### src/rtl/secret_code_gen_if.sv
`default_nettype none
// ============================================================================
// Module      : secret_code_gen_if
// Description : Request/result bundle between the RNG/controller side and
//               the secret code generator.
// Revision    : 1.0 - initial release
// ============================================================================
interface secret_code_gen_if #(
    parameter int NUM_DIGITS = 4,
    parameter int DIGIT_W    = 4
);
    logic                          rng_in;
    logic                          gen_start;
    logic                          busy;
    logic                          code_valid;
    logic [NUM_DIGITS*DIGIT_W-1:0] code_out;
    logic [7:0]                    attempts;

    modport master (
        output rng_in,
        output gen_start,
        input  busy,
        input  code_valid,
        input  code_out,
        input  attempts
    );

    modport slave (
        input  rng_in,
        input  gen_start,
        output busy,
        output code_valid,
        output code_out,
        output attempts
    );
endinterface
`default_nettype wire

### src/rtl/secret_code_gen.sv
`default_nettype none
// ============================================================================
// Module      : secret_code_gen
// Description : Assembles a game secret code from a serial random stream by
//               rejection sampling (out-of-range and optional duplicate reject).
// Revision    : 1.0 - initial release
// ============================================================================
module secret_code_gen #(
    parameter int NUM_DIGITS = 4,
    parameter int DIGIT_W    = 4,
    parameter int DIGIT_MAX  = 9,
    parameter int UNIQUE     = 1
) (
    input  wire              clk,
    input  wire              rst,
    secret_code_gen_if.slave bus
);
    localparam int CODE_W = NUM_DIGITS * DIGIT_W;
    localparam int BIT_W  = $clog2(DIGIT_W + 1);
    localparam int IDX_W  = $clog2(NUM_DIGITS + 1);
    localparam logic [DIGIT_W-1:0] c_DIGIT_MAX = DIGIT_W'(DIGIT_MAX);

    typedef enum logic [1:0] {
        S_IDLE    = 2'd0,
        S_COLLECT = 2'd1,
        S_CHECK   = 2'd2,
        S_DONE    = 2'd3
    } state_t;

    state_t             r_state;
    state_t             w_state_nxt;
    logic [BIT_W-1:0]   r_bit_cnt;
    logic [IDX_W-1:0]   r_digit_idx;
    logic [DIGIT_W-1:0] r_cand;
    logic [CODE_W-1:0]  r_code;
    logic [7:0]         r_attempts;

    logic w_start;
    logic w_last_bit;
    logic w_last_digit;
    logic w_dup;
    logic w_accept;

    assign w_start      = bus.gen_start && (r_state == S_IDLE || r_state == S_DONE);
    assign w_last_bit   = (r_bit_cnt == BIT_W'(DIGIT_W - 1));
    assign w_last_digit = (r_digit_idx == IDX_W'(NUM_DIGITS - 1));

    // Only slots already filled take part, so an empty (zero) slot never
    // rejects a legitimate zero candidate.
    always_comb begin
        w_dup = 1'b0;
        for (int i = 0; i < NUM_DIGITS; i++) begin
            if ((IDX_W'(i) < r_digit_idx) &&
                (r_code[(NUM_DIGITS-i)*DIGIT_W-1 -: DIGIT_W] == r_cand)) begin
                w_dup = 1'b1;
            end
        end
    end

    assign w_accept = (r_cand <= c_DIGIT_MAX) && !((UNIQUE != 0) && w_dup);

    always_ff @(posedge clk) begin
        if (rst) begin
            r_state <= S_IDLE;
        end else begin
            r_state <= w_state_nxt;
        end
    end

    always_comb begin
        w_state_nxt = r_state;
        case (r_state)
            S_IDLE:    if (bus.gen_start) w_state_nxt = S_COLLECT;
            S_COLLECT: if (w_last_bit)    w_state_nxt = S_CHECK;
            S_CHECK:   w_state_nxt = (w_accept && w_last_digit) ? S_DONE : S_COLLECT;
            S_DONE:    if (bus.gen_start) w_state_nxt = S_COLLECT;
            default:   w_state_nxt = S_IDLE;
        endcase
    end

    always_ff @(posedge clk) begin
        if (rst) begin
            r_bit_cnt   <= '0;
            r_digit_idx <= '0;
            r_cand      <= '0;
            r_code      <= '0;
            r_attempts  <= '0;
        end else if (w_start) begin
            r_bit_cnt   <= '0;
            r_digit_idx <= '0;
            r_cand      <= '0;
            r_code      <= '0;
            r_attempts  <= '0;
        end else begin
            case (r_state)
                S_COLLECT: begin
                    r_cand    <= {r_cand[DIGIT_W-2:0], bus.rng_in};
                    r_bit_cnt <= w_last_bit ? '0 : r_bit_cnt + BIT_W'(1);
                end
                S_CHECK: begin
                    if (r_attempts != 8'hFF) begin
                        r_attempts <= r_attempts + 8'd1;
                    end
                    if (w_accept) begin
                        for (int i = 0; i < NUM_DIGITS; i++) begin
                            if (IDX_W'(i) == r_digit_idx) begin
                                r_code[(NUM_DIGITS-i)*DIGIT_W-1 -: DIGIT_W] <= r_cand;
                            end
                        end
                        r_digit_idx <= r_digit_idx + IDX_W'(1);
                    end
                end
                default: ;
            endcase
        end
    end

    assign bus.busy       = (r_state == S_COLLECT) || (r_state == S_CHECK);
    assign bus.code_valid = (r_state == S_DONE);
    assign bus.code_out   = r_code;
    assign bus.attempts   = r_attempts;
endmodule
`default_nettype wire

### src/flat_wrapper.sv
// flat-port wrapper written by rule: the top's interface ports become plain ports
module secret_code_gen_flat 
#(
    parameter int NUM_DIGITS = 4,
    parameter int DIGIT_W    = 4,
    parameter int DIGIT_MAX  = 9,
    parameter int UNIQUE     = 1
)
  (clk, rst, bus_rng_in, bus_gen_start, bus_busy, bus_code_valid, bus_code_out, bus_attempts);
  secret_code_gen_if #(.NUM_DIGITS(NUM_DIGITS), .DIGIT_W(DIGIT_W)) bus_i ();
  input  wire clk;
  input  wire rst;
  input wire logic [$bits(bus_i.rng_in)-1:0] bus_rng_in;
  input wire logic [$bits(bus_i.gen_start)-1:0] bus_gen_start;
  output wire logic [$bits(bus_i.busy)-1:0] bus_busy;
  output wire logic [$bits(bus_i.code_valid)-1:0] bus_code_valid;
  output wire logic [$bits(bus_i.code_out)-1:0] bus_code_out;
  output wire logic [$bits(bus_i.attempts)-1:0] bus_attempts;
  assign bus_i.rng_in = bus_rng_in;
  assign bus_i.gen_start = bus_gen_start;
  assign bus_busy = bus_i.busy;
  assign bus_code_valid = bus_i.code_valid;
  assign bus_code_out = bus_i.code_out;
  assign bus_attempts = bus_i.attempts;
  secret_code_gen #(.NUM_DIGITS(NUM_DIGITS), .DIGIT_W(DIGIT_W), .DIGIT_MAX(DIGIT_MAX), .UNIQUE(UNIQUE)) u_core (.clk(clk), .rst(rst), .bus(bus_i));
endmodule
### config.mk
export PLATFORM = sky130hd
export DESIGN_NAME = secret_code_gen_flat
export DESIGN_NICKNAME = d
export VERILOG_FILES = /design/src/rtl/secret_code_gen_if.sv /design/src/rtl/secret_code_gen.sv /design/src/flat_wrapper.sv
export SDC_FILE = /design/constraint.sdc
export NUM_CORES = 1
export LEC_CHECK = 0
export ABC_AREA = 0
export BUFFER_PORTS_ARGS = -buffer_cell sky130_fd_sc_hd__buf_2
export CAP_MARGIN = 0
export CORE_MARGIN = 2
export CORE_UTILIZATION = 50
export CTS_CLUSTER_SIZE = 10
export DETAILED_ROUTE_END_ITERATION = 12
export PLACE_DENSITY = 0.75
export SKIP_CTS_REPAIR_TIMING = 1
export SLEW_MARGIN = 20
export SYNTH_ARGS = -nofsm -noshare
export SYNTH_HDL_FRONTEND = slang
export SYNTH_SLANG_ARGS = --single-unit
### constraint.sdc
create_clock -name clk -period 2.3 [get_ports clk]
set_input_delay 0.46 -clock clk [delete_from_list [all_inputs] [get_ports clk]]
set_output_delay 0.46 -clock clk [all_outputs]
set_load 0.1 [all_outputs]
### After elaboration in Yosys (flattened, before gate mapping)

Index checks and enable logic that the tools add are counted.

* output and inout port bits: 26
* flip-flop bits (word level): 36
* word-level logic and storage cells: 62

* reduce and logical (&&, ||, !) cells: 21
* equality and inequality tests: 15
* order comparisons: 5
* add/subtract/negate cells: 3
* multiplexer cells: 9

Operators by type and width (number)
* equality test 4 bit: 4
* AND reduction 3 bit: 4
* adder 8 x 1 -> 8 bit, second input constant: 1
* != test 8 bit, second input constant: 1
* logical AND 1 bit: 7
* adder 3 x 1 -> 3 bit, second input constant: 2
* equality test 2 x 3 -> 1 bit, first input constant: 2
* equality test 3 x 2 -> 1 bit, second input constant: 2
* < comparator 1 x 3 -> 1 bit, first input constant: 2
* < comparator 2 x 3 -> 1 bit, first input constant: 2
* two-way mux 2 bit: 3
* one-hot mux 2 bit (3 select lines): 1
* AND reduction 2 bit: 3
* equality test 2 bit, second input constant: 2
* less-or-equal comparator 4 bit, second input constant: 1
* two-way mux 1 bit: 4
* != test 2 x 1 -> 1 bit, second input constant: 2
* OR reduction 2 bit: 2
* equality test 1 x 3 -> 1 bit, first input constant: 1
* logical NOT 3 bit: 1
* two-way mux 3 bit: 1
* equality test 2 x 1 -> 1 bit, second input constant: 1
* logical NOT 2 bit: 1
* logical OR 1 bit: 2
* logical NOT 1 bit: 1

### Logic depth before layout (Yosys ltp)

* depth in word-level cells: 11
* mapped depth: 7
* gate-level depth less buffers: 7

### Worst setup path after synthesis

Ideal clock, no wire load.

* kind: register to register
* start point: register u_core.r_code[7] (netlist: u_core.bus.code_out[7])
* end point: register u_core.r_digit_idx[0]
* slack: -0.007 ns
* data arrival time: 2.186 ns
* stages on the path, launching flop included: 6
* library setup time: 0.121 ns
* data required time: 2.179 ns
* cell sequence: dfxtp_1 > xor2_1 > or3_4 > o22a_1 > and3_4 > mux2_4

* cells in the longest elaborated chain, start to end: 7

RTL lines
* from (decl): line secret_code_gen.sv:35 `logic [CODE_W-1:0] r_code;`
* from (signal, indexed assignment): line secret_code_gen.sv:107 `r_code[(NUM_DIGITS-i)*DIGIT_W-1 -: DIGIT_W] <= r_cand;`
* equality test 4 bit: line secret_code_gen.sv:54 `(r_code[(NUM_DIGITS-i)*DIGIT_W-1 -: DIGIT_W] == r_cand)) begin`
* logical AND 1 bit: line secret_code_gen.sv:53 `if ((IDX_W'(i) < r_digit_idx) &&`
* two-way mux 1 bit (2 in a row): line secret_code_gen.sv:53
* logical NOT 1 bit: line secret_code_gen.sv:60 `assign w_accept = (r_cand <= c_DIGIT_MAX) && !((UNIQUE != 0) && w_dup);`
* logical AND 1 bit: line secret_code_gen.sv:60
* AND reduction 2 bit (no line)
* to (signal assigned): line secret_code_gen.sv:110 `r_digit_idx <= r_digit_idx + IDX_W'(1);`
* to (decl): line secret_code_gen.sv:33 `logic [IDX_W-1:0] r_digit_idx;`

No other way between the ends.
A chain may end at the register's enable or synchronous reset.

### Worst setup path in the final report

* start point: register u_core.r_state[0]
* end point: output port bus_busy

* cells in the longest elaborated chain, start to end: 2
* elaborated cells between the ends (all ways): 3
* those cells by class: eq/ne: 2; reduce/logical: 1

RTL lines
* from (decl): line secret_code_gen.sv:30 `state_t r_state;`
* from (signal assigned): line secret_code_gen.sv:66 `r_state <= w_state_nxt;`
* equality test 2 x 1 -> 1 bit / equality test 2 bit (equally long branches): line secret_code_gen.sv:118 `assign bus.busy = (r_state == S_COLLECT) || (r_state == S_CHECK);`
* logical OR 1 bit *: line secret_code_gen.sv:118
* to (decl): line flat_wrapper.sv:15 `output wire logic [$bits(bus_i.busy)-1:0] bus_busy;`

Mark *: on every way between the ends. The rest lies on a longest branch, timed or not.

==> flow_summary.json <==
{
  "die_x_um": 65.4,
  "diodes": 0,
  "drt_iter0_markers": 60,
  "fin_cells": 284,
  "clkLatencyLatePin_ns": 0.29,
  "post-synth-top-area-cell": "dfxtp_1",
  "hp-class": "input port to register",
  "power_frac_clock": 0.314,
  "start_util": 0.519,
  "p_sw_frac": 0.360,
  "yosys_warnings": 0,
  "routed_wl_um": 3770,
  "critPathBufInv": 3,
  "skew_ns": 0.00771,
  "tightest_slew_ns": 0.654,
  "reg2reg_depth": 5,
  "seqPwrFrac": 0.389,
  "critPathKind": "register to primary output",
  "setup_tns_ns": 0,
  "place_congestion": 0.790,
  "startpoint_type": "register",
  "fin_area_um2": 2170,
  "viasPerCell": 5.21,
  "hold_start": "rst",
  "yosysUniqueCellTypes": 37,
  "cp_slowest_cell": "buf_2",
  "hold_viol": 0,
  "path_clk_slew_ns": 0.07,
  "critPathCaptureType": "primary output",
  "synth_top_area_share": 0.382,
  "dp.final_hpwl_um": 2750,
  "htreeDepth": 2,
  "powerDensity_nw_per_um2": 818,
  "worstPathRequired_ns": 1.84,
  "firstDrtPassIters": 4,
  "r2r-start": "u_core.r_cand[3]",
  "final.min_clock_period_ns": 2.00,
  "clockBufferDepth": 2,
  "grt_setup_unrepaired": "no",
  "wl_per_cell_um": 13.3,
  "hold_ws_ns": 0.370,
  "slowest_delay_ns": 0.41,
  "syn_area_um2": 1880,
  "cts_tree": "built",
  "drive_gt1_frac": 0.208,
  "fp.dieArea_um2": 4280,
  "hold_path_depth": 2,
  "crit_top_cell": "inv_1",
  "synth_area_leaders": "dfxtp_1 (38%), mux2i_1 (11%), nand2_1 (6.0%)",
  "period_share": 0.870,
  "syn_inst": 207,
  "synthToLayoutAreaGrowth_pct": 15.0,
  "fillers": 359,
  "worstSetupPathDepth": 4,
  "grt_pass1_vias": 1319,
  "finalMaxSlewViolations": 0,
  "power.share.combinational": 0.297,
  "placed_area_um2": 2060,
  "ys_seq_area_frac": 0.382,
  "root_buffer": "clkbuf_8",
  "grt_max_degree": 21,
  "internal_power_w": 0.00113,
  "ant_nets": 0,
  "ir_worst_vdd_uv": 395,
  "cts_sinks": 36,
  "syn_nets": 219,
  "p_leak_nw": 0.960,
  "antenna_found_initial": 0,
  "path_max_fanout": 5,
  "power.switching_w": 0.000639,
  "coreArea_um2": 3630,
  "max_freq_ghz": 0.500,
  "grt_pass1_wl_um": 6230,
  "cp.arrival_ns": 1.54,
  "relSlewSlack": 0.560,
  "drv_cap": 0,
  "fin_nets": 247,
  "numCtsBuffers": 5,
  "grt_overflow": 0,
  "crit_chain": "inv_1 > ha_1 > inv_1 > buf_2",
  "syn_area_per_cell_um2": 9.10,
  "via_count": 1480,
  "grtUsageTotal": 0.190,
  "fp.dieH_um": 65.4,
  "status": "completed",
  "dp.cells": 276,
  "io_pins": 30,
  "cpLargestDelayFamily": "buffers and inverters",
  "ys_seq_elements": 36,
  "io_buffers": 29,
  "num_rows": 22,
  "drc": 0,
  "finalSetupViolations": 0,
  "critical_path.startpoint": "u_core.r_state[0]"
}
flip-flops by register name, indices dropped and copies added (netlist names):
signal	cells
u_core.bus.code_out	16
u_core.r_digit_idx	3
u_core.r_cand	4
u_core.r_bit_cnt	3
u_core.r_state	2
u_core.bus.attempts	8
cell usage in the layout, fill, tap and decap left out, drive strengths merged, types with 2 or more instances in the layout:
cell type / count
inv: 7
a31oi: 4
buf: 31
xor2: 12
mux2: 2
ha: 8
clkbuf: 5
nand2: 30
nor2: 22
and3: 4
nand3: 4
nand4: 4
o21ai: 3
mux2i: 21
nor4: 2
a21oi: 7
xnor2: 10
dfxtp: 36
nand2b: 8
power groups by stage:
stage	clock, W	combinational [W]	sequential (W)
2_1_floorplan	0	0.000415	0.000730
3_3_place_gp	0	0.000525	0.000704
6_report	0.000556	0.000526	0.000691
4_1_cts	0.000564	0.000529	0.000691
5_1_grt	0.000600	0.000576	0.000696
3_5_place_dp	0	0.000529	0.000705
worst paths after layout:
path / end / slack, ns
max: bus_busy / 0.30
min: u_core.r_state[0] / 0.37
max reg2reg: u_core.r_digit_idx[0] / 0.33
min reg2reg: u_core.bus.code_out[7] / 0.48
cells in the mapped netlist:
master    instances
xor2_1           12
o22ai_2           1
nand2_1          30
buf_2             4
dfxtp_1          36
nor3_1            1
o31ai_1           1
inv_1             7
a41o_1            1
and3_4            1
nand3_2           1
mux2_2            1
a41oi_1           1
o21ai_0           3
o22a_1            1
a311oi_1          1
and3_1            3
clkbuf_1          4
a211oi_1          1
mux2_4            1
and4_1            1
or3_4             1
nor2_1           22
ha_1              8
o211a_1           1
nand3_1           3
a31oi_1           4
mux2i_1          21
nand3b_1          1
nand2b_1          8
buf_1             1
nand4_1           4
buf_6             1
a31o_2            1
a21oi_1           7
xnor2_1          10
nor4_4            2
metal layers:
metal  GRT usage  share of wire  up-vias
li1            -              -      762
met2       0.293           0.45       30
met3      0.0514          0.037        2
met1       0.262           0.51      686
met4      0.0547         0.0056        0
met5           0              0        -
stage by stage:
| step | worst slack, ns | power, W | util |
|---|---|---|---|
| 3_5_place_dp | 0.398 | 0.00123 | 0.566 |
| 6_report | 0.298 | 0.00177 | 0.596 |
| 5_1_grt | 0.203 | 0.00187 | 0.596 |
| 4_1_cts | 0.280 | 0.00178 | 0.596 |
| 3_3_place_gp | 0.506 | 0.00123 | 0.566 |
| 2_1_floorplan | 0.0350 | 0.00114 | - |
cells by family after synthesis:
family / share of synthesized area
AND/OR/NAND/NOR: 0.212
flip-flops: 0.382
adder cells (fa/ha/maj): 0.0531
multiplexers: 0.125
buffers and inverters: 0.0405
XOR/XNOR: 0.102
AO/OA/AOI/OAI: 0.0837
area by class of cell:
| cell class | count | area (um2) | share of cell area |
|---|---|---|---|
| Clock buffer | 5 | 68.8 | 0.0318 |
| Clock inverter | 3 | 42.5 | 0.0196 |
| Inverter | 7 | 26.3 | 0.0121 |
| Multi-Input combinational cell | 154 | 1090 | 0.502 |
| Sequential cell | 36 | 722 | 0.333 |
| Tap cell | 48 | 60.1 | 0.0277 |
| Timing Repair Buffer | 31 | 160 | 0.0739 |
(Power assumes the default switching activity.)
